`src/rtl/muldiv_pkg.sv`:
```
// Shared types and constants for the RV32M multiply/divide issue controller.
//   funct3_e : RV32M operation encoding (instruction funct3 field)
//   state_e  : issue controller FSM states
//   INT_MIN / ALL_ONES : special-case result constants
//   abs32    : 32-bit two's-complement magnitude
package muldiv_pkg;

  typedef enum logic [2:0] {
    MUL    = 3'd0,
    MULH   = 3'd1,
    MULHSU = 3'd2,
    MULHU  = 3'd3,
    DIV    = 3'd4,
    DIVU   = 3'd5,
    REM    = 3'd6,
    REMU   = 3'd7
  } funct3_e;

  typedef enum logic [1:0] {
    IDLE  = 2'd0,
    ISSUE = 2'd1,
    FIX   = 2'd2,
    DONE  = 2'd3
  } state_e;

  localparam logic [31:0] INT_MIN  = 32'h8000_0000;
  localparam logic [31:0] ALL_ONES = 32'hFFFF_FFFF;

  // |INT_MIN| wraps back to 0x80000000, which is the correct magnitude when
  // the result is read as unsigned.
  function automatic logic [31:0] abs32(input logic [31:0] a);
    return a[31] ? (32'd0 - a) : a;
  endfunction

endpackage

```
`src/rtl/muldiv_result_fix.sv`:
```
// Selects and sign-corrects the 32-bit rd value from the unit's output.
//   funct3_i : operation
//   aval_i   : product high half / remainder (bits 31:0 are all this block needs)
//   bval_i   : product low half / quotient
//   qsign_i  : negate quotient (signed DIV)
//   rsign_i  : negate remainder (signed REM)
//   result_o : rd write data
// Also used for special-case results: the caller presents the constant
// answer in the quotient/remainder slot with both sign flags clear.
module muldiv_result_fix
  import muldiv_pkg::*;
(
  input  funct3_e     funct3_i,
  input  logic [31:0] aval_i,
  input  logic [32:0] bval_i,
  input  logic        qsign_i,
  input  logic        rsign_i,
  output logic [31:0] result_o
);

  always_comb begin
    result_o = '0;
    case (funct3_i)
      MUL:                result_o = bval_i[31:0];
      // product bits 63:32 of {Aval,Bval}
      MULH, MULHSU, MULHU: result_o = {aval_i[30:0], bval_i[32]};
      DIV, DIVU:          result_o = qsign_i ? (32'd0 - bval_i[31:0]) : bval_i[31:0];
      REM, REMU:          result_o = rsign_i ? (32'd0 - aval_i) : aval_i;
      default:            result_o = '0;
    endcase
  end

endmodule

```
`src/rtl/muldiv_issue_ctrl.sv`:
```
// EX-stage initiator for the iterative 33-bit multiplier/divider unit.
//   Clk, Reset_n          : clock, async active-low reset
//   req_valid, funct3,
//   rs1, rs2, flush       : pipeline request (held until resp_valid)
//   stall, resp_valid,
//   result                : pipeline response
//   Run, div, opA, opB    : unit request
//   ready, Aval, Bval     : unit response
//
// state | meaning
// IDLE  | waiting for a request; special cases resolved here
// ISSUE | Run high, waiting for ready (cannot be aborted)
// FIX   | select and sign-correct the captured unit result
// DONE  | resp_valid pulse (suppressed if killed by flush)
module muldiv_issue_ctrl
  import muldiv_pkg::*;
(
  input  logic        Clk,
  input  logic        Reset_n,
  input  logic        req_valid,
  input  logic [2:0]  funct3,
  input  logic [31:0] rs1,
  input  logic [31:0] rs2,
  input  logic        flush,
  output logic        stall,
  output logic        resp_valid,
  output logic [31:0] result,
  output logic        Run,
  output logic        div,
  output logic [32:0] opA,
  output logic [32:0] opB,
  input  logic        ready,
  input  logic [32:0] Aval,
  input  logic [32:0] Bval
);

  state_e      state_q, state_d;
  funct3_e     f3_q;
  logic [32:0] opa_q, opb_q;
  logic        div_q, qsign_q, rsign_q, killed_q;
  logic [31:0] aval_q;
  logic [32:0] bval_q;
  logic [31:0] result_q;

  // Remainder never exceeds 32 bits, so the top bit of Aval carries nothing.
  logic unused_aval_msb;
  assign unused_aval_msb = Aval[32];

  // Request decode
  funct3_e     f3_in;
  logic        sdiv_in, div_by_zero, overflow, special, accept;
  logic [32:0] opa_in, opb_in;

  assign f3_in       = funct3_e'(funct3);
  assign sdiv_in     = funct3[2] & ~funct3[0];   // DIV or REM
  assign div_by_zero = funct3[2] & (rs2 == 32'd0);
  assign overflow    = sdiv_in & (rs1 == INT_MIN) & (rs2 == ALL_ONES);
  assign special     = div_by_zero | overflow;
  assign accept      = (state_q == IDLE) & req_valid & ~flush;

  always_comb begin
    opa_in = {1'b0, rs1};
    opb_in = {1'b0, rs2};
    case (f3_in)
      MUL, MULH: begin
        opa_in = {rs1[31], rs1};
        opb_in = {rs2[31], rs2};
      end
      MULHSU:    opa_in = {rs1[31], rs1};
      DIV, REM: begin
        opa_in = {1'b0, abs32(rs1)};
        opb_in = {1'b0, abs32(rs2)};
      end
      default: ;
    endcase
  end

  // Result fixer: in IDLE it produces the special-case answer from the raw
  // request, otherwise it works on the captured unit result.
  funct3_e     fix_f3;
  logic [31:0] fix_aval;
  logic [32:0] fix_bval;
  logic        fix_qsign, fix_rsign;
  logic [31:0] fix_result;

  always_comb begin
    if (state_q == IDLE) begin
      fix_f3    = f3_in;
      fix_aval  = div_by_zero ? rs1 : 32'd0;
      fix_bval  = div_by_zero ? {1'b0, ALL_ONES} : {1'b0, INT_MIN};
      fix_qsign = 1'b0;
      fix_rsign = 1'b0;
    end else begin
      fix_f3    = f3_q;
      fix_aval  = aval_q;
      fix_bval  = bval_q;
      fix_qsign = qsign_q;
      fix_rsign = rsign_q;
    end
  end

  muldiv_result_fix u_fix (
    .funct3_i (fix_f3),
    .aval_i   (fix_aval),
    .bval_i   (fix_bval),
    .qsign_i  (fix_qsign),
    .rsign_i  (fix_rsign),
    .result_o (fix_result)
  );

  // FSM: state register
  always_ff @(posedge Clk or negedge Reset_n) begin
    if (!Reset_n) state_q <= IDLE;
    else          state_q <= state_d;
  end

  // FSM: next state
  always_comb begin
    state_d = state_q;
    case (state_q)
      IDLE:    if (accept) state_d = special ? DONE : ISSUE;
      ISSUE:   if (ready)  state_d = FIX;
      FIX:     state_d = DONE;
      DONE:    state_d = IDLE;
      default: state_d = IDLE;
    endcase
  end

  // FSM: outputs. Run decodes straight from state so reset drops it at once.
  always_comb begin
    Run        = (state_q == ISSUE);
    resp_valid = (state_q == DONE) & ~killed_q & ~flush;
  end

  assign stall  = req_valid & ~resp_valid & ~flush;
  assign result = result_q;
  assign div    = div_q;
  assign opA    = opa_q;
  assign opB    = opb_q;

  // Operand / result registers
  always_ff @(posedge Clk or negedge Reset_n) begin
    if (!Reset_n) begin
      f3_q     <= MUL;
      opa_q    <= '0;
      opb_q    <= '0;
      div_q    <= 1'b0;
      qsign_q  <= 1'b0;
      rsign_q  <= 1'b0;
      killed_q <= 1'b0;
      aval_q   <= '0;
      bval_q   <= '0;
      result_q <= '0;
    end else begin
      if (accept) begin
        f3_q     <= f3_in;
        qsign_q  <= sdiv_in & (rs1[31] ^ rs2[31]);
        rsign_q  <= sdiv_in & rs1[31];
        killed_q <= 1'b0;
        if (special) begin
          result_q <= fix_result;
        end else begin
          opa_q <= opa_in;
          opb_q <= opb_in;
          div_q <= funct3[2];
        end
      end else if (flush && state_q != IDLE) begin
        killed_q <= 1'b1;
      end
      if (state_q == ISSUE && ready) begin
        aval_q <= Aval[31:0];
        bval_q <= Bval;
      end
      if (state_q == FIX) result_q <= fix_result;
    end
  end

endmodule

```
`config.mk`:
```
export PLATFORM = sky130hd
export DESIGN_NAME = muldiv_issue_ctrl
export DESIGN_NICKNAME = d
export VERILOG_FILES = /design/src/rtl/muldiv_pkg.sv /design/src/rtl/muldiv_result_fix.sv /design/src/rtl/muldiv_issue_ctrl.sv
export SDC_FILE = /design/constraint.sdc
export NUM_CORES = 1
export LEC_CHECK = 0
export BUFFER_PORTS_ARGS = -buffer_cell sky130_fd_sc_hd__buf_2
export CAP_MARGIN = 20
export CORE_MARGIN = 5
export CORE_UTILIZATION = 56
export DETAILED_ROUTE_END_ITERATION = 16
export HOLD_SLACK_MARGIN = 0.12
export PLACE_DENSITY = 0.78
export SLEW_MARGIN = 30
export SYNTH_ARGS = -nofsm -noshare
export SYNTH_HDL_FRONTEND = slang
export SYNTH_SLANG_ARGS = --single-unit
```
`constraint.sdc`:
```
create_clock -name Clk -period 4.16 [get_ports Clk]
set_input_delay 0.832 -clock Clk [delete_from_list [all_inputs] [get_ports Clk]]
set_output_delay 0.832 -clock Clk [all_outputs]
set_load 0.05 [all_outputs]
```
==> After elaboration in Yosys (flattened, before gate mapping) <==
Cells that the tools add are included.
{ "totals": {"ff_bits": 172, "inputBits": 138, "output_inout_bits": 102, "wordCells": 94} }
{ "op_classes": {"addsub": 4, "eq_ne": 18, "mux": 23, "bitwise": 19, "reduce_logical": 19} }
{ "op_table": {"columns": ["operator", "count"], "rows": [
  ["$mux W32", 9],
  ["$pmux W33 S2", 2],
  ["$pmux W32 S4", 1],
  ["$sub A1 B32 Y32 const A", 4],
  ["$eq A32 B32 Y1 const B", 2],
  ["$mux W33", 1],
  ["$logic_not A32 Y1", 1],
  ["$mux W31", 1],
  ["$eq A3 B3 Y1 const B", 6],
  ["$and A1 B1 Y1", 12],
  ["$eq A3 B2 Y1 const B", 3],
  ["$pmux W2 S4", 1],
  ["$reduce_bool A2 Y1", 4],
  ["$reduce_or A2 Y1", 4],
  ["$eq A3 B1 Y1 const B", 2],
  ["$logic_not A3 Y1", 2],
  ["$mux W2", 3],
  ["$reduce_and A2 Y1", 3],
  ["$reduce_or A3 Y1", 2],
  ["$not A1 Y1", 5],
  ["$eq A2 B2 Y1 const B", 2],
  ["$mux W1", 4],
  ["$mux W3", 1],
  ["$eq A2 B1 Y1 const B", 1],
  ["6 further kinds", 7]
]} }

==> Depth between registers and ports, before layout <==
Gate-level depths: netlist (run 1).
{ "logic_depth": {"word_depth": 10, "mapped_depth": 18} }

==> Modules after synthesis <==
From an unflattened synthesis (run 1), not the netlist that was laid out.
{ "hier_totals": {"cells_unflattened": 1108, "hier_area_um2": 11373.4} }
{ "modules_own_cells": {"columns": ["mod", "n_inst", "cells_per_inst", "area_per_inst_um2", "seq_area_each_um2"], "rows": [
  ["muldiv_issue_ctrl", 1, 708, 8974.9, 4304.1],
  ["muldiv_result_fix", 1, 400, 2398.6, 0.0]
]} }

==> Worst setup path after synthesis (run 1) <==
No wires, ideal clock.
{ "synth_timing": {"path_type": "in2reg", "start": "input rs2[0]", "end": "register result_q[30], in the netlist result[30]", "setup_time_ps": 104, "arrival_ps": 4527, "t_required_ps": 4056, "path_slack_ps": -471, "cell_stages": 18, "path_buffers": 4, "cell_sequence": "inv_1 > ha_1 > or3b_2 > clkbuf_1 > or4_1 > buf_2 > nor4_2 > buf_2 > buf_4 > a21oi_1 > ha_1 > o21ai_1 > nor2_1 > a31oi_1 > xor2_1 > o21ai_0 > and3_1 > a221oi_1"} }
{ "synth_between": {"elab_chain_cells": 10, "word_cells_on_any_way": 19, "cone_classes": "add/sub: 2; eq/ne: 1; mux: 10; bitwise: 3; reduce/logical: 3"} }
{ "synth_lines": {"columns": ["element", "line_no", "source"], "rows": [
  ["start: declaration", "muldiv_issue_ctrl.sv:23", "input logic [31:0] rs2,"],
  ["$logic_not A32 Y1", "muldiv_issue_ctrl.sv:56", "assign div_by_zero = funct3[2] & (rs2 == 32'd0);"],
  ["$and A1 B1 Y1", "muldiv_issue_ctrl.sv:56", null],
  ["$mux W32 / $mux W31 (equally long branches)", "muldiv_issue_ctrl.sv:89, muldiv_issue_ctrl.sv:90", null],
  ["$mux W32 / $mux W33 (equally long branches)", "muldiv_issue_ctrl.sv:87", "if (state_q == IDLE) begin"],
  ["$sub A1 B32 Y32, on equally long branches", "muldiv_result_fix.sv:28, muldiv_result_fix.sv:27", null],
  ["$mux W32, on equally long branches", "muldiv_result_fix.sv:28, muldiv_result_fix.sv:27", null],
  ["$pmux W32 S4", "muldiv_result_fix.sv:23", "case (funct3_i)"],
  ["$mux W32", "muldiv_issue_ctrl.sv:160", "if (special) begin"],
  ["$mux W32", "muldiv_issue_ctrl.sv:155", "if (accept) begin"],
  ["$mux W32", "muldiv_issue_ctrl.sv:174", "if (state_q == FIX) result_q <= fix_result;"],
  ["end signal: assignment", "muldiv_issue_ctrl.sv:161", "result_q <= fix_result;"],
  ["end signal: assignment", "muldiv_issue_ctrl.sv:174", null],
  ["end: declaration", "muldiv_issue_ctrl.sv:43", "logic [31:0] result_q;"]
]} }
Several ways; a longest one is shown, not always the timed one. The select of a mux whose other input is x is not followed.
A chain may end at the register's enable or synchronous reset.

==> Worst setup path in the final report (run 1) <==
{ "layout_timing": {"start": "input rs2[0]", "end": "register result_q[20], in the netlist result[20]"} }
Same word-level chain as after synthesis.

==> impl_metrics.ini, run 1 <==
[timing]
setup_viol = 0
rsz0062_at_grt = false
fmaxAchievable_ghz = 0.267
worst_pin_slew_ns = 0.872
max-slew-margin-rel_pct = 41.7
clock_skew_ns = 0.0118
fin_tns_setup_ns = 0
hold_viol = 0
slew_violations = 0
fin_crit_ns = 3.75
final.period_utilization_pct = 90.0

[critical_path]
end_kind = register
critPathBufInv = 3
cp_num_cells = 16
startpoint_type = input port
path_cells = buf_2 > inv_1 > ha_1 > or3b_2 > or4_4 > nor4_4 > buf_4 > a21oi_1 > ha_2 > o21ai_4 > nor2_2 > a31oi_1 > xor2_1 > o21ai_0 > o211ai_1 > o22a_1
worstSetupPathType = in2reg
slowest_delay_ns = 0.48
cp.arrival_ns = 4.07
crit_path_start = rs2[0]
r2r-start = state_q[1]
reg2regPathDepth = 13
cp_max_fo = 6
cpMaxStageDelayCell = or3b_2
cp.required_ns = 4.49
critPathTopFamily = simple AND/OR/NAND/NOR gates

[cts]
cts_tree = built
clockBufferDepth = 2
cts_made_buffers = 17
cts_setup_buffers = 0
cts-htree-levels = 4
clock-root-buffer = clkbuf_16
clk_latency_ns = 0.44
clkSlewWorstSetupHoldPaths_ns = 0.07
holdBufCountCts = 0
clock-sinks = 172

[logic_synthesis]
synth_area_um2 = 11100
syn_area_per_cell_um2 = 8.50
synth.most_common_cell = dfrtp_1
syn_inst = 1305
syn-num-nets = 1453
synth_top_area_share_pct = 38.8
postSynth.asyncResetShare_pct = 100
ys_types = 69
synth-main-ff-cell = dfrtp_1
yosys-top-cells-area = dfrtp_1 (39%), mux2_2 (7.0%), o21ai_0 (6.6%), nand2_1 (5.3%), a21oi_1 (4.4%)
ys_seq_area_share_pct = 38.8
synth_top_area_cell = dfrtp_1
ys_ff_latch = 172
synth_enable_flop_cells = 0
ys.warnings.count = 0
synth_common_cells = dfrtp_1 (172), nand2_1 (158), o21ai_0 (146), nor2_1 (106), a21oi_1 (97)

[layout]
fillers = 1647
seq_area_um2 = 4300
multi_input_area_um2 = 6430
drive_above_1_share_pct = 28.3
layoutNonFillerInstCount = 1835
fin_nets = 1702
syn_to_final_growth_pct = 22.7

[detailed_routing]
postRouteAntennaNets = 0
avgRoutedWirePerCell_um = 20.5
drt_iter0_drc = 1351
drc = 0
firstDrtPassIters = 6
vias_per_cell = 6.17
wirelength_um = 37700
vias = 11300

[grt]
met2_usage_pct = 50.1
busiest_layer = met2
antenna_found_initial = 3
grt_start_max_net_pins = 71
gr-usage-all-layers_pct = 32.9
grt_pass1_wl_um = 58400
first_global_vias = 10600
grt_use_met1_pct = 47.5
grt-ovfl-total = 0
grt.met3_usage_pct = 6.35

[floorplan]
ios = 240
floorplan.initialDensity_pct = 57.0
dieArea_um2 = 22700
die_height_um = 151
die_w_um = 151
coreArea_um2 = 19500
rows = 51

[placed_design]
port_buffers = 238
dp.cells = 1800
dp_hpwl_um = 28600
globalplace.congestion = 0.950

[power]
irDropWorstVdd_mv = 0.503
power.density_nw_per_um2 = 882
cellLeakagePower_nw = 5.94

[outcome]
outcome = complete, no violations

[run]
cap_violations = 0

[hold_path]
hp-class = in2async
## placed cells by master (no fill, tap or decap), types with 5 or more instances in the layout
cell and n:
nor3_1 24, nor2b_1 14, a21oi_1 97, or2_2 7, and2_1 5, o211ai_1 13
nand4_1 14, inv_1 15, nand2_1 156, buf_4 75, mux2_2 69, dfrtp_1 172
buf_12 5, o21ai_0 146, a22oi_1 22, clkbuf_16 17, or3_1 14, nand3b_1 5
nor4_1 23, or4_1 10, a221oi_1 5, a211oi_1 10, o31ai_1 25, o21ai_1 9
o41ai_1 8, xor2_1 44, xnor2_1 49, a31oi_1 28, buf_2 237, nor2_1 105
and3_1 6, mux2i_1 12, nand3_1 26, inv_6 5, nand2b_1 9, ha_1 7
## flip-flops by register name, summed over array words and instances (netlist names)
| register | count |
|---|---|
| qsign_q | 1 |
| div | 1 |
| f3_q | 3 |
| result | 32 |
| opA | 33 |
| opB | 33 |
| killed_q | 1 |
| rsign_q | 1 |
| bval_q | 33 |
| state_q | 2 |
| aval_q | 32 |
## layer usage
metal,routed length [um],up-vias
li1,-,5244
met1,15900,5326
met2,16900,672
met3,3880,81
met4,1050,0
met5,0,-
## through the flow
stage               total power, mW  hold WS (ns)  utilization, %  worst slack (ns)  area [um^2]
finish                         12.0         0.387            69.9             0.415        13600
global route                   12.7         0.443            69.9             0.130        13600
CTS                            11.9         0.422            69.9             0.297        13600
detailed placement             10.2         0.465            66.8           0.00354        13000
global placement               10.1         0.455            66.8            0.0522        13000
floorplan                      8.05         0.468               -            0.0270        11100
## path summary, 6_finish.rpt
check	slack [ns]	to
max	0.41	result[20]
min in group Clk	0.47	result[6]
max reg2reg	0.47	result[30]
min	0.39	killed_q
min reg2reg	0.47	result[6]
max in group asynchronous	2.99	opA[3]
## power by group
| part | leakage, nW | switching [mW] | internal (mW) |
|---|---|---|---|
| Combinational | 3.56 | 4.78 | 2.30 |
| Clock | 0.295 | 0.744 | 0.935 |
| Sequential | 2.09 | 0.738 | 2.50 |
## kinds of logic after synthesis
| group | count (synthesis) | synth area share [%] |
|---|---|---|
| buf+inv | 105 | 3.73 |
| compound gates | 407 | 22.1 |
| simple gates | 437 | 18.8 |
| fa+ha+maj | 10 | 1.13 |
| flops | 172 | 38.8 |
| xor+xnor | 93 | 7.34 |
| mux | 81 | 8.09 |
## timing repair
| item | CTS | global route |
|---|---|---|
| endpoints found under the hold margin | 0 | 0 |
| setup endpoints to repair | 0 | 2 |
| gates resized for setup | 0 | 1 |
## final cells by class
cell class,instances,share of cell area (%)
Multi-Input combinational cell,1028,47.3
Clock buffer,20,3.36
Sequential cell,172,31.6
Tap cell,265,2.44
Inverter,17,0.496
Antenna cell,3,0.0552
Clock inverter,12,1.09
Timing Repair Buffer,318,13.7
(Power assumes the default switching activity.)
==> run 2, diff against run 1 <==
CORE_UTILIZATION = 40   (was 56)
PLACE_DENSITY = 0.58   (was 0.78)
==> impl_metrics.ini, run 2 (synthesis results as in run 1) <==
[power]
irDropWorstVdd_mv = 0.573
p_int_mw = 5.79
finalPower_mw = 12.0
p_clk_share_pct = 15.1
seq_power_share_pct = 27.1
swShare_pct = 51.9
comb_power_share_pct = 57.9
power.density_nw_per_um2 = 877
netSwitchingPower_mw = 6.25
cellLeakagePower_nw = 5.93

[detailed_routing]
firstDrtPassIters = 7
drc = 0
avgRoutedWirePerCell_um = 20.1
drt_iter0_drc = 1072
vias_per_cell = 5.62
wirelength_um = 39000
vias = 10900
postRouteAntennaNets = 0

[placed_design]
globalplace.congestion = 0.929
port_buffers = 238
dpl_worst_slack_ns = -0.0205
dp_hpwl_um = 30000
dp.cells = 1905
dpl_cell_area_um2 = 13100

[floorplan]
rows = 61
coreArea_um2 = 27600
ios = 240
die_w_um = 177
floorplan.initialDensity_pct = 40.3
dieArea_um2 = 31200
die_height_um = 177

[timing]
max-slew-margin-rel_pct = 39.6
fmaxAchievable_ghz = 0.257
rsz0062_at_grt = false
worst_pin_slew_ns = 0.903
clock_skew_ns = 0.0144
setup_viol = 0
setup_ws_ns = 0.274
fin_crit_ns = 3.89
final.period_utilization_pct = 93.4
hold_viol = 0
slew_violations = 0

[layout]
layoutNonFillerInstCount = 1939
fillers = 2749
syn_to_final_growth_pct = 23.7
finalInstanceArea_um2 = 13700
fin_util_pct = 49.8
fin_nets = 1694
drive_above_1_share_pct = 28.0
final_cell_mix = buf_2 (237), dfrtp_1 (172), nand2_1 (156), o21ai_0 (146), nor2_1 (105)
final_common_cell = buf_2

[hold_path]
hp-class = in2async

[grt]
first_global_vias = 10100
grt_start_max_net_pins = 76
antenna_found_initial = 2
gr-usage-all-layers_pct = 24.4
grt-ovfl-total = 0
grt_pass1_wl_um = 59900

[cts]
clock-sinks = 172
cts_made_buffers = 17
cts-htree-levels = 4
clock-root-buffer = clkbuf_16
cts_resized = 0
cts_tree = built
clkSlewWorstSetupHoldPaths_ns = 0.08
clockBufferDepth = 2
cts_setup_buffers = 0
holdBufCountCts = 0
clk_latency_ns = 0.44

[critical_path]
cp_max_fo = 16
cp.arrival_ns = 4.19
end_kind = register
worstSetupPathType = reg2reg
cp.required_ns = 4.46
startpoint_type = register

[run]
cap_violations = 0

[outcome]
outcome = complete, no violations
-- run 2: critical path, stage by stage, from the launching register on --
cell and delay, ns:
dfrtp_1 0.40, inv_1 0.13, ha_2 0.45, clkinv_1 0.51, a22oi_1 0.39, ha_2 0.24, nand2_1 0.11, a211oi_1 0.52
nand3_1 0.20, mux2i_1 0.16, a221oi_1 0.47, a31oi_1 0.16
-- run 2: final cells by class --
| class | count | area (um^2) | share of cell area [%] |
|---|---|---|---|
| timing repair buffer | 310 | 1800 | 13.1 |
| sequential | 172 | 4300 | 31.4 |
| multi-input combinational | 1028 | 6430 | 46.9 |
| clock buffer | 18 | 439 | 3.20 |
| inverter | 17 | 63.8 | 0.465 |
| antenna | 2 | 5.00 | 0.0365 |
| clock inverter | 14 | 208 | 1.51 |
| tap | 378 | 473 | 3.45 |
-- run 2: path summary, 6_finish.rpt --
check,cells past startpoint,endpoint,from,slack [ns]
max reg2reg,11,result[18],state_q[1],0.27
min in group Clk,2,opA[22],opA[22],0.48
min reg2reg,2,opA[22],opA[22],0.48
min,1,opB[6],Reset_n,0.41
max,11,result[18],state_q[1],0.27
max in group asynchronous,2,bval_q[13],Reset_n,2.84
-- run 2: layer usage --
metal	GRT usage, %	up-vias	share of wire, %
li1	-	5242	-
met1	36.8	5157	47
met2	35.8	439	43
met3	4.54	56	7.7
met4	7.00	0	2.4
met5	0	-	0
-- run 2: per-stage QoR --
stage,TNS [ns],hold WS (ns)
finish,0,0.410
global route,0,0.456
floorplan,0,0.468
detailed placement,-0.0205,0.466
CTS,0,0.439
global placement,0,0.456
-- run 2: power by group through the flow --
stage                     Clock (mW)  Sequential [mW]  Combinational [mW]
after CTS                       1.84             3.25                6.93
final                           1.81             3.26                6.97
after global placement             0             3.26                6.87
after global routing            1.91             3.37                7.48
after floorplan                    0             4.61                3.43
after detailed placement           0             3.28                6.89
==> run 3, diff against run 2 <==
CORE_ASPECT_RATIO = 1.5   (was not set)
GPL_TIMING_DRIVEN = 0   (was not set)
==> impl_metrics.ini, run 3 (synthesis results as in run 1) <==
[cts]
clockBufferDepth = 2
cts_tree = built
clk_latency_ns = 0.46
clkSlewWorstSetupHoldPaths_ns = 0.07
clock-sinks = 172
clock-root-buffer = clkbuf_16
cts-htree-levels = 4
cts_made_buffers = 17

[placed_design]
dpl_worst_slack_ns = -1.51
dpl_cell_area_um2 = 12800
port_buffers = 234
dp_hpwl_um = 37300
globalplace.congestion = 0.965

[layout]
drive_above_1_share_pct = 26.7
multi_input_area_um2 = 6570
syn_to_final_growth_pct = 24.0
fillers = 2788
final_cell_mix = buf_2 (243), dfrtp_1 (172), nand2_1 (157), o21ai_0 (146), nor2_1 (105)
fin_nets = 1725
seq_area_um2 = 4300
finalInstanceArea_um2 = 13800
final_common_cell = buf_2

[critical_path]
cp.arrival_ns = 4.46
cp_max_fo = 8
cp.required_ns = 4.52
worstSetupPathType = in2reg
slowest_delay_ns = 0.58
end_kind = register
path_common_cell = buf_12
cpMaxStageDelayCell = or4_4
path_cells = buf_2 > inv_2 > ha_4 > or3b_4 > or4_4 > buf_12 > nor4_4 > buf_6 > buf_12 > a21oi_1 > ha_2 > o21ai_4 > nor2_4 > a31oi_4 > xor2_1 > o21ai_0 > and3_1 > a221oi_2
critPathTopFamily = simple AND/OR/NAND/NOR gates
critPathBufInv = 5
startpoint_type = input port

[hold_path]
hp-class = in2async

[floorplan]
die_w_um = 146
coreArea_um2 = 27300
rows = 74
floorplan.initialDensity_pct = 40.6
die_height_um = 214
ios = 240
dieArea_um2 = 31200

[power]
power.density_nw_per_um2 = 895
irDropWorstVdd_mv = 0.388
p_int_mw = 5.60
seq_power_share_pct = 26.3
swShare_pct = 54.6
netSwitchingPower_mw = 6.72
comb_power_share_pct = 60.3
p_clk_share_pct = 13.4
cellLeakagePower_nw = 5.83

[grt]
grt_start_max_net_pins = 83
grt_use_met1_pct = 33.7
busiest_layer = met2
antenna_found_initial = 0
first_global_vias = 11600
gr-usage-all-layers_pct = 29.5
grt-ovfl-total = 0
met2_usage_pct = 51.3
grt.met3_usage_pct = 4.80
grt_pass1_wl_um = 71000

[timing]
hold_viol = 0
setup_viol = 0
worst_pin_slew_ns = 0.958
holdWs_ns = 0.194
clock_skew_ns = 0.0101
fin_crit_ns = 4.10
final.period_utilization_pct = 98.6
max-slew-margin-rel_pct = 35.6
slew_violations = 0
setup_ws_ns = 0.0585
fmaxAchievable_ghz = 0.244

[detailed_routing]
drc = 0
avgRoutedWirePerCell_um = 24.4
postRouteAntennaNets = 0
vias_per_cell = 6.00
firstDrtPassIters = 5
drt_iter0_drc = 1100
wirelength_um = 47200
vias = 11600

[run]
cap_violations = 0

[outcome]
outcome = complete, no violations
-- run 3: cell types whose count changed in the layout (fill, tap and decap cells not counted), sizes merged --
cell      change
bufinv        -2
clkinvlp      +4
clkinv        +1
buf          -34
clkbuf       +64
inv           -2
-- run 3: stage by stage --
stage               setup TNS (ns)  power (mW)  cells  util [%]
floorplan                        0        8.05   1305         -
global placement           -169.87        10.4   1881      46.7
finish                           0        12.3   1934      50.4
CTS                              0        12.2   1920      49.5
detailed placement          -57.21        10.4   1884      47.0
global route               -0.0110        13.0   1932      50.3
-- run 3: path summary, 6_finish.rpt --
path                                  from         end  slack (ns)  depth (start not counted)
worst max-delay path                rs2[1]  result[30]        0.06                         18
worst min-delay path               Reset_n     opB[15]        0.19                          1
worst max register to register  state_q[0]   result[0]        0.20                         11
worst min register to register      opB[4]      opB[4]        0.47                          2
max in group asynchronous          Reset_n   result[3]        3.29                          2
min in group Clk                    opB[4]      opB[4]        0.47                          2
-- run 3: worst reg2reg max path, stage by stage, from the launching register on --
cell and delay, ns:
dfrtp_1 0.40, inv_1 0.18, ha_4 0.29, clkbuf_4 0.33, clkbuf_2 0.31, clkbuf_4 0.34, buf_1 0.56, clkbuf_1 0.52
nor2_1 0.17, o211ai_1 0.31, o2111ai_1 0.27, o21a_1 0.17
-- run 3: power by group through the flow --
stage	sequential (mW)	combinational (mW)	clock, mW
floorplan	4.61	3.43	0
global placement	3.24	7.13	0
detailed placement	3.26	7.17	0
CTS	3.23	7.29	1.67
global route	3.34	7.90	1.74
finish	3.24	7.43	1.65
-- run 3: layout make-up --
type	instances	area share [%]
buffer	83	2.81
tap	342	3.11
timing repair buffer	258	10.2
clock inverter	15	1.19
antenna	2	0.0364
clock buffer	17	3.09
multi-input combinational	1028	47.8
inverter	17	0.473
sequential	172	31.3
-- run 3: what timing repair did --
item | CTS | global route
gates cloned | 0 | 0
endpoints found under the setup margin | 44 | 84
setup buffers | 5 | 16
pin swaps | 3 | 12
hold buffers | 0 | 0
resized for setup | 21 | 28
-- run 3: layer usage --
layer	part of all wire, %	vias up
met4	5.8	0
met2	50	609
met1	37	5565
li1	-	5287
met3	6.5	142
met5	0	-
